File: config.mk
export PLATFORM = sky130hd
export DESIGN_NAME = mult_div_ctrl_flat
export DESIGN_NICKNAME = d
export VERILOG_FILES = /design/src/rtl/mult_div_ctrl_if.sv /design/src/rtl/mult_div_ctrl.sv /design/src/flat_wrapper.sv
export SDC_FILE = /design/constraint.sdc
export NUM_CORES = 1
export LEC_CHECK = 0
export ABC_AREA = 1
export ABC_CLOCK_PERIOD_IN_PS = 1450
export CORE_UTILIZATION = 39
export DETAILED_ROUTE_END_ITERATION = 7
export GPL_TIMING_DRIVEN = 0
export PLACE_DENSITY = 0.72
export SKIP_LAST_GASP = 1
export SLEW_MARGIN = 30
export SYNTH_ARGS = -nofsm -noshare
export SYNTH_HDL_FRONTEND = slang
export SYNTH_SLANG_ARGS = --single-unit
File: constraint.sdc
create_clock -name clk -period 1.45 [get_ports clk]
set_clock_uncertainty 0.2 [all_clocks]
set_input_delay 0.29 -clock clk [delete_from_list [all_inputs] [get_ports clk]]
set_output_delay 0.29 -clock clk [all_outputs]
set_load 0.02 [all_outputs]
File: src/rtl/mult_div_ctrl_if.sv
// Control/status bundle between the main control FSM and the mult/div sequencer.
interface mult_div_ctrl_if #(parameter int CNT_W = 6);
  logic             start_mult;
  logic             start_div;
  logic             divisor_zero;
  logic             mult_rem_zero;
  logic             busy;
  logic             load_ops;
  logic             mult_step;
  logic             div_step;
  logic             hi_we;
  logic             lo_we;
  logic             hilo_src;
  logic             done;
  logic             div_zero_exc;
  logic [CNT_W-1:0] step_count;

  modport master (
    output start_mult, start_div, divisor_zero, mult_rem_zero,
    input  busy, load_ops, mult_step, div_step, hi_we, lo_we, hilo_src,
           done, div_zero_exc, step_count
  );

  modport slave (
    input  start_mult, start_div, divisor_zero, mult_rem_zero,
    output busy, load_ops, mult_step, div_step, hi_we, lo_we, hilo_src,
           done, div_zero_exc, step_count
  );
endinterface

File: src/rtl/mult_div_ctrl.sv
// Sequencer for the iterative MULT/DIV datapath: load, step N times, write HI/LO, pulse done.
// Optional MULT_EARLY_TERM_EN: end a multiply early once the remaining multiplier bits are zero.
module mult_div_ctrl #(
  parameter int MULT_CYCLES = 32,
  parameter int DIV_CYCLES  = 32,
  parameter int CNT_W       = 6
) (
  input  logic          clk,
  input  logic          reset,
  mult_div_ctrl_if.slave bus
);
  typedef enum logic [2:0] {
    S_IDLE, S_LOAD, S_MULT_RUN, S_DIV_RUN, S_WB, S_DONE, S_DZ
  } state_t;

  localparam logic [CNT_W-1:0] MULT_LAST = CNT_W'(MULT_CYCLES - 1);
  localparam logic [CNT_W-1:0] DIV_LAST  = CNT_W'(DIV_CYCLES - 1);

  state_t           state, nxt;
  logic             op_div, op_div_nxt;
  logic [CNT_W-1:0] cnt;
  logic             hilo_q;

`ifndef MULT_EARLY_TERM_EN
  logic unused_rem_zero;
  assign unused_rem_zero = bus.mult_rem_zero;
`endif

  always_ff @(posedge clk) begin
    if (reset) begin
      state  <= S_IDLE;
      op_div <= 1'b0;
      cnt    <= '0;
      hilo_q <= 1'b0;
    end else begin
      state  <= nxt;
      op_div <= op_div_nxt;
      case (state)
        S_LOAD:     cnt <= '0;
        S_MULT_RUN: if (cnt != MULT_LAST) cnt <= cnt + 1'b1;
        S_DIV_RUN:  if (cnt != DIV_LAST)  cnt <= cnt + 1'b1;
        default:    cnt <= cnt;
      endcase
      // hilo_src is only updated on entry to WB so it holds between operations
      if (nxt == S_WB) hilo_q <= op_div;
    end
  end

  always_comb begin
    nxt        = state;
    op_div_nxt = op_div;
    case (state)
      S_IDLE: begin
        if (bus.start_mult) begin
          nxt        = S_LOAD;
          op_div_nxt = 1'b0;
        end else if (bus.start_div) begin
          nxt        = S_LOAD;
          op_div_nxt = 1'b1;
        end
      end
      S_LOAD:     nxt = op_div ? (bus.divisor_zero ? S_DZ : S_DIV_RUN) : S_MULT_RUN;
      S_MULT_RUN: begin
        if (cnt == MULT_LAST) nxt = S_WB;
`ifdef MULT_EARLY_TERM_EN
        else if (bus.mult_rem_zero && cnt != '0) nxt = S_WB;
`endif
      end
      S_DIV_RUN:  if (cnt == DIV_LAST) nxt = S_WB;
      S_WB:       nxt = S_DONE;
      S_DONE:     nxt = S_IDLE;
      S_DZ:       nxt = S_IDLE;
      default:    nxt = S_IDLE;
    endcase
  end

  assign bus.busy         = (state == S_LOAD) || (state == S_MULT_RUN) || (state == S_DIV_RUN) ||
                            (state == S_WB)   || (state == S_DZ);
  assign bus.load_ops     = (state == S_LOAD);
  assign bus.mult_step    = (state == S_MULT_RUN);
  assign bus.div_step     = (state == S_DIV_RUN);
  assign bus.hi_we        = (state == S_WB);
  assign bus.lo_we        = (state == S_WB);
  assign bus.done         = (state == S_DONE);
  assign bus.div_zero_exc = (state == S_DZ);
  assign bus.hilo_src     = hilo_q;
  assign bus.step_count   = cnt;
endmodule

File: src/flat_wrapper.sv
// flat-port wrapper written by rule: the top's interface ports become plain ports
module mult_div_ctrl_flat 
#(
  parameter int MULT_CYCLES = 32,
  parameter int DIV_CYCLES  = 32,
  parameter int CNT_W       = 6
)
  (clk, reset, bus_start_mult, bus_start_div, bus_divisor_zero, bus_mult_rem_zero, bus_busy, bus_load_ops, bus_mult_step, bus_div_step, bus_hi_we, bus_lo_we, bus_hilo_src, bus_done, bus_div_zero_exc, bus_step_count);
  mult_div_ctrl_if #(.CNT_W(CNT_W)) bus_i ();
  input  logic clk;
  input  logic reset;
  input wire logic [$bits(bus_i.start_mult)-1:0] bus_start_mult;
  input wire logic [$bits(bus_i.start_div)-1:0] bus_start_div;
  input wire logic [$bits(bus_i.divisor_zero)-1:0] bus_divisor_zero;
  input wire logic [$bits(bus_i.mult_rem_zero)-1:0] bus_mult_rem_zero;
  output wire logic [$bits(bus_i.busy)-1:0] bus_busy;
  output wire logic [$bits(bus_i.load_ops)-1:0] bus_load_ops;
  output wire logic [$bits(bus_i.mult_step)-1:0] bus_mult_step;
  output wire logic [$bits(bus_i.div_step)-1:0] bus_div_step;
  output wire logic [$bits(bus_i.hi_we)-1:0] bus_hi_we;
  output wire logic [$bits(bus_i.lo_we)-1:0] bus_lo_we;
  output wire logic [$bits(bus_i.hilo_src)-1:0] bus_hilo_src;
  output wire logic [$bits(bus_i.done)-1:0] bus_done;
  output wire logic [$bits(bus_i.div_zero_exc)-1:0] bus_div_zero_exc;
  output wire logic [$bits(bus_i.step_count)-1:0] bus_step_count;
  assign bus_i.start_mult = bus_start_mult;
  assign bus_i.start_div = bus_start_div;
  assign bus_i.divisor_zero = bus_divisor_zero;
  assign bus_i.mult_rem_zero = bus_mult_rem_zero;
  assign bus_busy = bus_i.busy;
  assign bus_load_ops = bus_i.load_ops;
  assign bus_mult_step = bus_i.mult_step;
  assign bus_div_step = bus_i.div_step;
  assign bus_hi_we = bus_i.hi_we;
  assign bus_lo_we = bus_i.lo_we;
  assign bus_hilo_src = bus_i.hilo_src;
  assign bus_done = bus_i.done;
  assign bus_div_zero_exc = bus_i.div_zero_exc;
  assign bus_step_count = bus_i.step_count;
  mult_div_ctrl #(.MULT_CYCLES(MULT_CYCLES), .DIV_CYCLES(DIV_CYCLES), .CNT_W(CNT_W)) u_core (.clk(clk), .reset(reset), .bus(bus_i));
endmodule
After elaboration in Yosys (flattened, before gate mapping)

Index checks and enable logic that the tools add are counted.

Bits in latches: 0
Word-level logic and storage cells: 35
Memories kept: 0
Bits in writable memories: 0
Flip-flop bits (word level): 11
Bits of input ports: 6
Output and inout port bits: 15
Memory bits (read-only): 0

Divide/modulo/power cells: 0
$mul: 0
Bitwise logic cells: 0
Magnitude comparators: 0
Add/sub/neg operators: 1
Mux-type cells: 10
Reductions and logical operators: 10
Shift-type cells: 0
Equal/unequal tests: 10

Operator list:

| kind                | count |
|---|---|
| $mux 3              | 5 |
| $eq 3x3->1 const B  | 4 |
| $pmux 3 s4          | 1 |
| $pmux 6 s2          | 1 |
| $add 6x1->6 const B | 1 |
| $eq 3x2->1 const B  | 2 |
| $eq 6x5->1 const B  | 1 |
| $mux 6              | 1 |
| $ne 6x5->1 const B  | 1 |
| $logic_or 1x1->1    | 4 |
| $reduce_and 2->1    | 2 |
| $reduce_bool 2->1   | 2 |
| $eq 3x1->1 const B  | 1 |
| $logic_not 3->1     | 1 |
| $mux 1              | 2 |
| $ne 2x1->1 const B  | 1 |
| $reduce_or 2->1     | 1 |

Logic depth before layout (Yosys ltp)

Depth in word-level cells: 5
Gate-level depth with buffers: 8
Mapped depth without buffers: 8

Worst setup path after synthesis

Ideal clock, no wire load.

Kind: register to register
Start point: register u_core.cnt[0], in the netlist u_core.bus.step_count[0]
End point: register u_core.cnt[3], in the netlist u_core.bus.step_count[3]
Arrival time: 1.298 ns
Clock period less this slack: 1.565 ns
Data required time: 1.182 ns
Buffers on the path: 0
Path slack: -0.115 ns
Cell stages (with the launch flop): 8
Setup time: 0.068 ns
Path through: dfxtp_1 > ha_1 > nand3_2 > o21bai_4 > nand2_4 > inv_4 > nand2_2 > a21oi_2

Word-level cells in the longest chain between the ends: 3
Elaborated cells on any way between the ends: 6
Those cells by class: 1 x add/sub; 2 x eq/ne; 2 x mux; 1 x reduce/logical

Ends and longest elaborated chain:

| what                                                  | line                                     | RTL |
|---|---|---|
| from (decl)                                           | mult_div_ctrl.sv:21                      | `logic [CNT_W-1:0] cnt;` |
| from (signal assigned)                                | mult_div_ctrl.sv:40                      | `S_MULT_RUN: if (cnt != MULT_LAST) cnt <= cnt + 1'b1;` |
| from (signal assigned)                                | mult_div_ctrl.sv:41                      | `S_DIV_RUN: if (cnt != DIV_LAST) cnt <= cnt + 1'b1;` |
| from (signal assigned)                                | mult_div_ctrl.sv:42                      | `default: cnt <= cnt;` |
| $add 6x1->6 / $ne 6x5->1 (equally long branches)      | mult_div_ctrl.sv:40, mult_div_ctrl.sv:41 |  |
| $mux 6 / $ne 2x1->1 (equally long branches)           | --                                       |  |
| $pmux 6 s2 / $reduce_and 2->1 (equally long branches) | --                                       |  |

Parallel ways exist; a longest one is shown, timed or not. The select of a mux whose other input is x is not followed.
A chain may end at the register's enable or synchronous reset.

Final worst setup path

Start point: register u_core.state[0]
End point: output bus_lo_we

Word-level cells in the longest chain between the ends: 1

Ends and longest elaborated chain:

| what                   | line                | RTL |
|---|---|---|
| from (decl)            | mult_div_ctrl.sv:19 | `state_t state, nxt;` |
| from (signal assigned) | mult_div_ctrl.sv:36 | `state <= nxt;` |
| $eq 3x3->1             | mult_div_ctrl.sv:83 | `assign bus.lo_we = (state == S_WB);` |
| to (decl)              | flat_wrapper.sv:21  | `output wire logic [$bits(bus_i.lo_we)-1:0] bus_lo_we;` |

Every way passes these cells.

==> flow_summary.toml <==
[hold_path]
min-delay-path-class = "in -> reg"

[power_and_ir_drop]
power_mw = 0.917
p_comb_frac = 0.381
p_switching_mw = 0.333
p_int_mw = 0.584
ir_worst_vdd_v = 0.000645
p_leak_nw = 0.445
p_per_area_nw_per_um2 = 882
p_sw_frac = 0.363
pwr-share-clk = 0.236
pwr-share-seq = 0.383

[cts]
cts-root-buf = "clkbuf_4"
clk_path_buf_depth = 2
cts_sinks = 11
clk_latency_ns = 0.27
numCtsBuffers = 3
cts_tree = "done"
cts_hold_buf = 0
path_clk_slew_ns = 0.08
cts_max_level = 1

[logic_synthesis]
synth.top_cell.area_share = 0.352
synth_edf_count = 0
synth_area_leader_cell = "dfxtp_1"
syn-num-nets = 96
ys_ff_latch = 11
seq_area_frac_synth = 0.352
syn-mean-instance-area_um2 = 7.03
yosysMostFrequentCell = "nand2_1"
yosysUniqueCellTypes = 26
synthTopCellsByArea = "dfxtp_1 35%, nand2_1 11%, inv_1 7.2%"
synth_commonest_cells = "19 x nand2_1, 12 x inv_1, 11 x dfxtp_1"
synth_top_flop_cell = "dfxtp_1"
syn_area_um2 = 626
synthCells = 89
synthArstFlopShare = 0
yosysWarnings = 0

[global_routing]
grt_pass1_wl_um = 2420
gr-total-overflow = 0
first_global_vias = 576
grt_start_max_net_pins = 10
grtUsageTotal = 0.176
antenna_found_initial = 0

[sta]
slew_viol_final = 0
rsz0062_at_grt = "yes"
finalWorstSetupSlack_ns = -0.205
worst-slew-pin-transition_ns = 0.502
slew-limit-headroom = 0.665
setup_viol = 11
finalCritPeriodShare = 1.14
timing.fmax_ghz = 0.604
finalCriticalPeriod_ns = 1.65
hold_violations = 0
hold_ws_ns = 0.222
tns_ns = -1.03

[floorplanning]
rows = 14
die_w_um = 42.1
pin_count = 21
dieArea_um2 = 1770
fp.dieH_um = 42.1
core-area_um2 = 1510
initial_core_util = 0.415

[cells_and_area]
n_fill_cell = 110
instances_no_fill = 137
layout.nets = 129
area_growth_pct = 66.2
diodes = 0
drive_above_1_share = 0.512

[route]
wl_met3_um = 76
wl_met1_um = 752
vias_per_cell = 5.05
antenna_left = 0
drc = 0
drt_first_pass_iters = 4
routed_wirelength_um = 1690
drt_iter0_drc = 10
highest_layer = "met4"
dr_total_vias = 692
drt-wirelength-per-cell_um = 12.4
met2_length_um = 828

[placement]
port_buffers = 18
dp_cells = 123
post-place-ws_ns = -0.470
gp_congestion = 0.792
dp.final_hpwl_um = 1030

[job]
maxCapViolCount = 0

[critical_path]
critPathKind = "reg -> out"
cp.required_ns = 0.96
crit_fanout = 4
critPathCaptureType = "output port"
critPathArrivalTime_ns = 1.16
cp-start-kind = "flip-flop"

[outcome]
violations = "setup timing"
status = "finished, violations left"
repair_timing:
action / CTS / global route
pin swaps: 2 / 7
buffers inserted: 4 / 6
endpoints found under the setup margin: 22 / 19
gates resized for setup: 74 / 24
flip-flops by register name (all words and copies together) (netlist names):
name                   count
u_core.bus.step_count      6
u_core.bus.hilo_src        1
u_core.op_div              1
u_core.state               3
path summary, 6_finish.rpt:
check	endpoint	start	slack, ns	cells after the start
worst min register to register	u_core.bus.hilo_src$_SDFFE_PP0N_	u_core.bus.hilo_src$_SDFFE_PP0N_	0.26	2
worst min-delay path	u_core.state[1]$_SDFF_PP0_	reset	0.22	2
worst max register to register	u_core.bus.step_count[2]$_SDFFE_PP0P_	u_core.state[1]$_SDFF_PP0_	0	8
worst max-delay path	bus_lo_we	u_core.state[0]$_SDFF_PP0_	-0.20	5
layout make-up:
type / count / area [µm²] / area share
Multi-Input combinational cell: 60 / 413 / 0.397
Timing Repair Buffer: 28 / 255 / 0.245
Sequential cell: 11 / 248 / 0.238
Inverter: 16 / 65.1 / 0.0626
Clock buffer: 3 / 22.5 / 0.0217
Tap cell: 16 / 20.0 / 0.0193
Buffer: 2 / 11.3 / 0.0108
Clock inverter: 1 / 5.00 / 0.00481
metal layers:
layer | up-vias | GRT usage
met5 | - | 0
met4 | 0 | 0.0813
met3 | 4 | 0.0302
met2 | 26 | 0.278
met1 | 310 | 0.235
li1 | 352 | -
power groups by stage:
stage | Combinational, mW | Clock [mW] | Sequential, mW
2_1_floorplan | 0.154 | 0 | 0.358
3_3_place_gp | 0.240 | 0 | 0.355
3_5_place_dp | 0.242 | 0 | 0.355
4_1_cts | 0.252 | 0.216 | 0.357
5_1_grt | 0.373 | 0.228 | 0.355
6_report | 0.350 | 0.217 | 0.351
cell families (layout without fill, tap and decap cells):
family	Yosys count	after routing	share of synthesized area
DFF	11	11	0.352
xor gates and xnor gates	1	1	0.0140
and+or+nand+nor	42	42	0.308
buffers and inverters	18	50	0.118
AOI/OAI and AO/OA	16	16	0.188
adders and majority gates	1	1	0.0200
cell usage in the layout (no fill, tap or decap), types with 2 or more instances in the layout:
| cell type | n |
|---|---|
| o21ai_0 | 2 |
| dfxtp_4 | 7 |
| inv_1 | 11 |
| inv_2 | 3 |
| nand2_2 | 2 |
| o211ai_1 | 2 |
| inv_4 | 2 |
| dfxtp_1 | 3 |
| nand2_4 | 3 |
| clkbuf_2 | 2 |
| nor2_4 | 4 |
| nand2_1 | 17 |
| a21oi_1 | 3 |
| buf_6 | 8 |
| nand4_1 | 2 |
| clkdlybuf4s50_1 | 3 |
| nor2_1 | 4 |
| a21oi_2 | 4 |
| buf_4 | 10 |
| nand3_1 | 4 |
| clkbuf_4 | 3 |
| clkdlybuf4s15_2 | 3 |
| nor2_2 | 3 |
through the flow:
step	instance area [µm²]	util
6_report	1040	0.690
5_1_grt	1040	0.690
4_1_cts	927	0.615
3_5_place_dp	836	0.555
3_3_place_gp	836	0.555
2_1_floorplan	636	-
worst max-delay path, cell delays in order, from the launching register on:
cell and delay (ns):
dfxtp_4 0.37, nor2_4 0.15, nand2_2 0.08, inv_2 0.08, buf_4 0.11, buf_6 0.10
(Power assumes the default switching activity.)
